<file path="src/rtl/imem_fetch.sv">
// Instruction-fetch front end: drives the synchronous instruction RAM, tracks the
// single in-flight read and presents buffered {pc, instruction} pairs to decode.

package imem_fetch_pkg;
  localparam int unsigned XLEN = 32;

  typedef struct packed {
    logic [XLEN-1:0] pc;
    logic [XLEN-1:0] data;
  } fetch_entry_t;
endpackage

module imem_fetch
  import imem_fetch_pkg::*;
#(
  parameter logic [31:0] RESET_PC = 32'h0000_0000
) (
  input  logic            clk,
  input  logic            rst_n,
  output logic [XLEN-1:0] mem_addr,
  output logic            mem_we,
  output logic [XLEN-1:0] mem_din,
  input  logic [XLEN-1:0] mem_dout,
  input  logic            redirect_valid,
  input  logic [XLEN-1:0] redirect_pc,
  output logic            inst_valid,
  output logic [XLEN-1:0] inst_pc,
  output logic [XLEN-1:0] inst_data,
  input  logic            inst_ready
);

  localparam logic [XLEN-1:0] PC_MASK = ~XLEN'(3);
  localparam logic [XLEN-1:0] PC_BASE = RESET_PC & PC_MASK;
  localparam logic [XLEN-1:0] PC_STEP = XLEN'(4);

  logic [XLEN-1:0] fetch_pc_q, fetch_pc_d;
  logic            req_q, req_d;
  logic [XLEN-1:0] req_pc_q, req_pc_d;
  fetch_entry_t    head_q, head_d;
  fetch_entry_t    tail_q, tail_d;
  logic [1:0]      vld_q, vld_d;

  logic            pop_c;
  logic            issue_c;
  logic [2:0]      occ_c;
  fetch_entry_t    ret_c;

  // Occupancy after this cycle's pop decides whether one more read may launch,
  // so a returning word always has a free slot.
  always_comb begin
    pop_c   = vld_q[0] & inst_ready;
    occ_c   = 3'(vld_q[0]) + 3'(vld_q[1]) + 3'(req_q) - 3'(pop_c);
    issue_c = ~redirect_valid & (occ_c < 3'd2);
    ret_c   = '{pc: req_pc_q, data: mem_dout};
  end

  // Next state: flush on redirect, otherwise pop-shift then append the returning word.
  always_comb begin
    fetch_pc_d = fetch_pc_q;
    req_d      = req_q;
    req_pc_d   = req_pc_q;
    head_d     = head_q;
    tail_d     = tail_q;
    vld_d      = vld_q;

    if (redirect_valid) begin
      fetch_pc_d = redirect_pc & PC_MASK;
      req_d      = 1'b0;
      vld_d      = 2'b00;
    end else begin
      if (pop_c) begin
        head_d = tail_q;
        vld_d  = {1'b0, vld_q[1]};
      end
      if (req_q) begin
        if (!vld_d[0]) begin
          head_d   = ret_c;
          vld_d[0] = 1'b1;
        end else begin
          tail_d   = ret_c;
          vld_d[1] = 1'b1;
        end
      end
      req_d = issue_c;
      if (issue_c) begin
        req_pc_d   = fetch_pc_q;
        fetch_pc_d = fetch_pc_q + PC_STEP;
      end
    end
  end

  always_ff @(posedge clk or negedge rst_n) begin
    if (!rst_n) begin
      fetch_pc_q <= PC_BASE;
      req_q      <= 1'b0;
      req_pc_q   <= '0;
      head_q     <= '0;
      tail_q     <= '0;
      vld_q      <= 2'b00;
    end else begin
      fetch_pc_q <= fetch_pc_d;
      req_q      <= req_d;
      req_pc_q   <= req_pc_d;
      head_q     <= head_d;
      tail_q     <= tail_d;
      vld_q      <= vld_d;
    end
  end

  // Outputs come straight from state registers; the write port is tied off.
  assign mem_addr   = fetch_pc_q;
  assign mem_we     = 1'b0;
  assign mem_din    = '0;
  assign inst_valid = vld_q[0];
  assign inst_pc    = head_q.pc;
  assign inst_data  = head_q.data;

endmodule

</file>
<file path="config.mk">
export PLATFORM = sky130hd
export DESIGN_NAME = imem_fetch
export DESIGN_NICKNAME = d
export VERILOG_FILES = /design/src/rtl/imem_fetch.sv
export SDC_FILE = /design/constraint.sdc
export NUM_CORES = 1
export LEC_CHECK = 0
export ABC_AREA = 1
export BUFFER_PORTS_ARGS = -buffer_cell sky130_fd_sc_hd__buf_2
export CORE_MARGIN = 2
export CORE_UTILIZATION = 45
export DETAILED_ROUTE_END_ITERATION = 6
export PLACE_DENSITY = 0.68
export REMOVE_ABC_BUFFERS = 1
export SLEW_MARGIN = 5
export SYNTH_ARGS = -nofsm -noshare
export SYNTH_HDL_FRONTEND = slang
export SYNTH_SLANG_ARGS = --single-unit
</file>
<file path="constraint.sdc">
create_clock -name clk -period 2.1 [get_ports clk]
set_clock_uncertainty 0.15 [all_clocks]
set_input_delay 0.315 -clock clk [delete_from_list [all_inputs] [get_ports clk]]
set_output_delay 0.315 -clock clk [all_outputs]
set_load 0.01 [all_outputs]
</file>
---- After elaboration in Yosys (flattened, before gate mapping) ----
Cells that the tools add are included.
storage, ports and cells
  register bits ........................... 195
operators by class
  $add $sub $neg .......................... 4
  multiplexer cells ....................... 11
  reductions and logical operators ........ 3
  $lt $le $gt $ge ......................... 1
  bitwise operators ....................... 3
operators by type and width
  operator                 count
  $mux W64                 3
  $mux W32                 2
  $add A32 B3 Y32 const B  1
  $mux W2                  4
  $add A2 B1 Y3            1
  $lt A3 B2 Y1 const B     1
  $reduce_and A3 Y1        1
  $sub A3 B1 Y3            1
  $add A1 B1 Y2            1
  $and A1 B1 Y1            2
  $mux W1                  2
  $reduce_and A2 Y1        1
  $reduce_bool A2 Y1       1
  $not A1 Y1               1

---- Longest topological paths before layout ----
Gate-level depths: netlist of the first run.
  word-level depth ........................ 7
  depth in mapped cells ................... 11

---- Worst setup path before layout of the first run ----
OpenSTA, ideal clock, no wires.
  path type ............................... reg-to-reg
  from .................................... register vld_q[0]
  to ...................................... register fetch_pc_q[14] (netlist: mem_addr[14])
  required time ........................... 1.880 ns
  setup slack ............................. 0.315 ns
  arrival ................................. 1.564 ns
  period minus slack after synthesis ...... 1.785 ns
  stages on the path, launching flop included .. 10
  library setup time ...................... 0.070 ns
  path buffers ............................ 0
  cell sequence ........................... dfrtp_1 inv_1 nor2_1 ha_1 nand2_1 nand3_4 inv_2 nand2_1 or2_2 nand4_1
between the ends
  longest elaborated chain between the ends .. 6
  elaborated cells on any way between the ends .. 7
RTL lines
  element                           RTL line  RTL
  start, declared                   41        logic [1:0] vld_q, vld_d;
  start signal, assigned            106       vld_q <= vld_d;
  $add A1 B1 Y2                     52        occ_c = 3'(vld_q[0]) + 3'(vld_q[1]) + 3'(req_q) - 3'(pop_c);
  $add A2 B1 Y3                     52
  $sub A3 B1 Y3 (*)                 52
  $lt A3 B2 Y1 (*)                  53        issue_c = ~redirect_valid & (occ_c < 3'd2);
  $and A1 B1 Y1 (*)                 53
  $reduce_bool A2 Y1 (no line) (*)  n/a
  end signal, assigned              101       fetch_pc_q <= fetch_pc_d;
  end, declared                     36        logic [XLEN-1:0] fetch_pc_q, fetch_pc_d;
Mark *: on every way between the ends. The rest lies on a longest branch, timed or not.
A chain may end at the register's enable or synchronous reset.

---- Final worst setup path of the first run ----
  from .................................... register vld_q[0]
  to ...................................... register fetch_pc_q[18] (netlist: mem_addr[18])
The elaborated chain is that of the path after synthesis.

==> impl_metrics.yaml, run 1 <==
run_status:
  status: "finished clean"
worst_setup_path:
  slowest_stage: "dfrtp_1"
  r2r_slack_ns: 0.16
  r2r-end: "mem_addr[18]"
  cp_cell_sequence: "inv_1, nor2_1, ha_1, nand2_1, nand3_4, inv_2, buf_4, nand2_1, o211ai_1"
  crit_start: "vld_q[0]"
  timing.rr.start: "vld_q[0]"
  reg2reg_depth: 9
  cp.arrival_ns: 2.14
  cpPeakStageDelay_ns: 0.38
  path_class: "reg2reg"
  endpoint_kind: "register"
  critPathCapture: "mem_addr[18]"
  startpoint_type: "register"
  crit_fanout: 13
  required_ns: 2.30
  crit_path_frequent_cell: "nand2_1"
clock_tree:
  cts-root-buf: "clkbuf_16"
  cts_tree: "done"
  cts_made_buffers: 17
  clk_pin_slew_worst_paths_ns: 0.07
  cts_sinks: 189
  insertion_delay_ns: 0.43
  htreeDepth: 4
  clock_path_buffers: 2
yosys:
  synth_cells: 1037
  synth-edff-count: 0
  synth_most_common_cell: "nand2_1"
  ys_types: 37
  synthArstFlopShare_pct: 100
  synthTopCellsByCount: "nand2_1, dfrtp_1, o21ai_0"
  synth_top_area_cell: "dfrtp_1"
  yosys_warnings: 0
  synth_top_flop_cell: "dfrtp_1"
  yosys-top-cells-area: "dfrtp_1, o21ai_0, nand2_1, o211ai_1, o21a_1"
  synth_top_area_share_pct: 51.8
  ys_seq_elements: 189
  seq_area_frac_synth_pct: 51.8
  netlist_area_sq_mm: 0.00912
  synth_area_per_cell_sq_um: 8.80
global_routing:
  grt.total_usage_pct: 21.1
  antenna_found_initial: 0
  grt_pass1_vias: 7026
  grt_pass1_wl_mm: 36.4
  overflow: 0
  grt_max_degree: 80
routing:
  first_pass_iters: 5
  drt_iter0_drc: 478
  vias_per_cell: 5.09
  wire_per_inst_um: 14.9
  wl_mm: 22.0
  postRouteAntennaNets: 0
  drc: 0
  vias: 7528
die:
  core_sq_mm: 0.0200
  die_h_um: 146
  num_rows: 52
  initial_utilization_pct: 45.5
  die_w_um: 146
  die_area_sq_mm: 0.0214
  io-pin-count: 198
power:
  p_leak_nw: 5.26
  p_per_area_mw_per_mm2: 972
  report.power.total_w: 0.0106
  ir_drop_v: 0.000573
timing:
  finalCritPeriodShare_pct: 92.6
  min_period_ns: 1.94
  rsz0062_at_grt: "no"
  setup_ws_ns: 0.156
  clock.fmax_ghz: 0.514
  finalSetupViolCount: 0
  tightestPinTransition_ns: 0.556
  slew_viol_final: 0
  maxSlewHeadroom_pct: 62.9
  final_hold_viol_count: 0
placement:
  hpwl_mm: 15.2
  placed_cell_area_sq_mm: 0.0101
  post-place-ws_ns: 0.0654
  globalplace.congestion: 0.859
  port_buffers: 160
layout:
  fin_nets: 1268
  syn_to_final_growth_pct: 19.7
  final_cell_area_sq_mm: 0.0109
  n_antenna_cell: 0
  drive_above_1_share_pct: 19.0
flow_run:
  cap_violations: 0
hold_path:
  worstHoldPathType: "in2reg"
-- cells in the final DEF (no fill, tap or decap), types with 3 or more instances in the layout --
| cell type | instances |
|---|---|
| inv_1 | 111 |
| dfrtp_1 | 189 |
| o211ai_1 | 66 |
| buf_2 | 159 |
| nand2_1 | 194 |
| xor2_1 | 5 |
| nand3_1 | 46 |
| buf_12 | 10 |
| bufinv_16 | 5 |
| a21oi_1 | 13 |
| dlygate4sd3_1 | 16 |
| buf_4 | 16 |
| nor2_1 | 53 |
| o21a_1 | 63 |
| o21ai_0 | 158 |
| nand3b_1 | 5 |
| nor3_1 | 4 |
| clkbuf_16 | 17 |
| conb_1 | 35 |
| nand4_1 | 9 |
| clkbuf_1 | 3 |
-- where the power goes --
| part | total (W) | internal, W | switching [W] |
|---|---|---|---|
| Clock | 0.00349 | 0.00211 | 0.00138 |
| Combinational | 0.00220 | 0.000930 | 0.00127 |
| Sequential | 0.00492 | 0.00446 | 0.000460 |
-- cells by family after synthesis --
group                    synth area share [%]
XOR/XNOR                                0.480
flip-flops                               51.8
other                                  0.0411
AND/OR/NAND/NOR                          15.1
adder cells (fa/ha/maj)                 0.274
buffers and inverters                    11.3
AO/OA/AOI/OAI                            21.0
-- layer usage --
layer	part of all wire [%]	wire length [um]	GRT usage (%)	vias to the layer above
met5	0	0	0	-
met3	5.5	1200	4.47	23
met1	46	10100	29.1	3577
met4	1.3	290	5.58	0
met2	47	10400	34.0	219
li1	-	-	-	3709
-- worst min-delay path by stage --
| stage | start | to | slack [ns] | depth (start not counted) |
|---|---|---|---|---|
| final | mem_dout[21] | tail_q[21] | 0.01 | 3 |
| after global routing | mem_dout[2] | tail_q[2] | 0.008 | 3 |
| after CTS | mem_dout[21] | tail_q[21] | 0.003 | 3 |
| after detailed placement | rst_n | inst_data[13] | 0.20 | 1 |
| after global placement | rst_n | tail_q[2] | 0.20 | 1 |
| after floorplan | rst_n | inst_data[0] | -0.13 | 0 |
-- metrics by stage --
stage,util [%],instances,TNS (ns),hold slack (ns)
floorplan,-,977,-73.67,-0.131
global placement,50.5,1433,0,0.196
detailed placement,50.5,1433,0,0.197
CTS,54.4,1478,0,0.00257
global route,54.5,1479,0,0.00835
finish,54.5,1479,0,0.0123
-- critical path: cells and delay by family, from the launching register on --
| family | cells | cell delay, ns |
|---|---|---|
| fa+ha+maj | 1 | 0.28 |
| compound gates | 1 | 0.18 |
| buf+inv | 3 | 0.41 |
| flops | 1 | 0.38 |
| simple gates | 4 | 0.46 |
-- sequential cells by signal (all words and copies together) (netlist names) --
| register | cells |
|---|---|
| mem_addr | 30 |
| tail_q | 62 |
| req_q | 1 |
| inst_data | 32 |
| inst_pc | 32 |
| vld_q | 2 |
| req_pc_q | 30 |
-- final cells by class --
type	instances	area, sq um
Fill cell	1931	9120
Sequential cell	189	4730
Multi-Input combinational cell	674	3500
Timing Repair Buffer	202	1290
Clock buffer	20	437
Inverter	114	430
Tap cell	270	338
Clock inverter	10	190
-- repair_timing --
action / CTS / global route
endpoints found under the setup margin: 0 / 5
hold buffers: 15 / 1
gates resized for setup: 0 / 2
hold endpoints to repair: 68 / 1
setup buffers: 0 / 0
Note: power is estimated with default switching activity, not from simulation.
==> run 2, diff against run 1 <==
--- a/config.mk
+++ b/config.mk
@@ -10,7 +10,7 @@
 export CORE_MARGIN = 2
 export CORE_UTILIZATION = 45
 export DETAILED_ROUTE_END_ITERATION = 6
-export PLACE_DENSITY = 0.68
+export PLACE_DENSITY = 0.7
 export REMOVE_ABC_BUFFERS = 1
 export SLEW_MARGIN = 5
 export SYNTH_ARGS = -nofsm -noshare
==> impl_metrics.yaml, run 2 (same netlist as run 1, synthesis figures left out) <==
clock_tree:
  cts_tree: "done"
  cts_made_buffers: 17
  clk_pin_slew_worst_paths_ns: 0.07
  insertion_delay_ns: 0.43
  htreeDepth: 4
  cts-root-buf: "clkbuf_16"
  clock_path_buffers: 2
  cts_sinks: 189
worst_setup_path:
  path_class: "reg2reg"
  reg2reg_depth: 8
  endpoint_kind: "register"
  cp.arrival_ns: 2.00
  r2r-end: "mem_addr[30]"
  crit_start: "mem_addr[2]"
  timing.rr.start: "mem_addr[2]"
  r2r_slack_ns: 0.25
  critPathCapture: "mem_addr[30]"
  required_ns: 2.25
  crit_fanout: 5
  startpoint_type: "register"
timing:
  min_period_ns: 1.85
  clock.fmax_ghz: 0.542
  maxSlewHeadroom_pct: 64.9
  finalCritPeriodShare_pct: 87.9
  finalSetupViolCount: 0
  slew_viol_final: 0
  final_hold_viol_count: 0
  tightestPinTransition_ns: 0.527
  rsz0062_at_grt: "no"
  hold_ws_ns: 0.0151
global_routing:
  antenna_found_initial: 0
  grt_pass1_vias: 7332
  grt_pass1_wl_mm: 37.8
  overflow: 0
  grt_max_degree: 69
  grt.total_usage_pct: 21.9
routing:
  vias_per_cell: 5.12
  drt_iter0_drc: 510
  postRouteAntennaNets: 0
  wire_per_inst_um: 15.1
  vias: 7618
  wl_mm: 22.5
  first_pass_iters: 7
  drc: 6
layout:
  final_cell_area_sq_mm: 0.0109
  largest_reg_flops: 62
  drive_above_1_share_pct: 19.4
  fill_cells: 1861
  n_antenna_cell: 0
  multiInputGateArea_sq_mm: 0.00350
  most-common-layout-cells: "nand2_1, dfrtp_1, buf_2"
  largest-register: "tail_q"
  syn_to_final_growth_pct: 20.0
  fin_nets: 1276
  seq_area_sq_mm: 0.00473
  layout_commonest_cell: "nand2_1"
die:
  die_area_sq_mm: 0.0214
  initial_utilization_pct: 45.5
  core_sq_mm: 0.0200
  die_h_um: 146
  io-pin-count: 198
  die_w_um: 146
  num_rows: 52
placement:
  placed_cell_area_sq_mm: 0.0101
  globalplace.congestion: 0.854
  port_buffers: 160
  hpwl_mm: 15.4
hold_path:
  worstHoldPathType: "in2reg"
run_status:
  violations: "DRC"
  status: "finished with violations"
power:
  p_per_area_mw_per_mm2: 948
  p_leak_nw: 5.27
  ir_drop_v: 0.000420
flow_run:
  cap_violations: 0
[run 2: changes by cell type in the layout (fill, tap and decap cells not counted), moves of 2 or more]
cell / before / now
buf_4: 16 / 19
clkinv_2: 1 / 4
bufinv_16: 5 / 2
dlygate4sd3_1: 16 / 21
clkbuf_1: 3 / 1
clkbuf_8: 1 / 4
[run 2: what timing repair did]
action / CTS / global route
setup endpoints to repair: 0 / 2
hold endpoints to repair: 64 / 0
gates resized for setup: 0 / 1
setup buffers: 0 / 0
hold buffers: 21 / 0
[run 2: worst max-delay path, stage by stage (launching register included)]
cell     delay (ns)
dfrtp_1        0.41
ha_1           0.21
nand2_1        0.09
nor2_1         0.19
nand3_1        0.21
nor2_2         0.22
nand3_1        0.09
nand2_1        0.06
nand3_1        0.08
[run 2: cell type report]
| cell class | count | area share, % |
|---|---|---|
| clock buffer | 21 | 4.30 |
| clock inverter | 10 | 1.04 |
| inverter | 114 | 3.93 |
| multi-input combinational | 674 | 32.0 |
| sequential | 189 | 43.2 |
| tap | 270 | 3.09 |
| timing repair buffer | 210 | 12.5 |
[run 2: power breakdown]
part,leakage (nW),switching [W],internal (W)
combinational,2.68,0.00128,0.000946
clock,0.289,0.00139,0.00184
sequential,2.31,0.000460,0.00446
[run 2: worst min path at each step]
stage,end,start,slack (ns),cells after the start
floorplan,inst_data[0],rst_n,-0.13,0
global placement,inst_data[31],rst_n,0.16,1
detailed placement,inst_data[22],rst_n,0.15,1
CTS,tail_q[31],mem_dout[31],0.0009,3
global route,tail_q[16],mem_dout[16],0.02,3
finish,tail_q[16],mem_dout[16],0.02,3
[run 2: through the flow]
| step | setup WS (ns) | setup TNS [ns] | power, W | utilization, % | cells |
|---|---|---|---|---|---|
| 6_report | 0.254 | 0 | 0.0104 | 54.6 | 1488 |
| 5_1_grt | 0.0683 | 0 | 0.0110 | 54.6 | 1488 |
| 4_1_cts | 0.209 | 0 | 0.0105 | 54.6 | 1488 |
| 3_5_place_dp | 0.227 | 0 | 0.00720 | 50.6 | 1436 |
| 3_3_place_gp | 0.257 | 0 | 0.00711 | 50.6 | 1436 |
| 2_1_floorplan | -0.837 | -73.67 | 0.00619 | - | 977 |
[run 2: metal layers]
layer,wire length (um),share of wire [%],up-vias,GRT usage [%]
li1,-,-,3720,-
met1,10200,45,3661,30.6
met2,10800,48,217,35.6
met3,1210,5.4,20,4.09
met4,297,1.3,0,5.53
met5,0,0,-,0
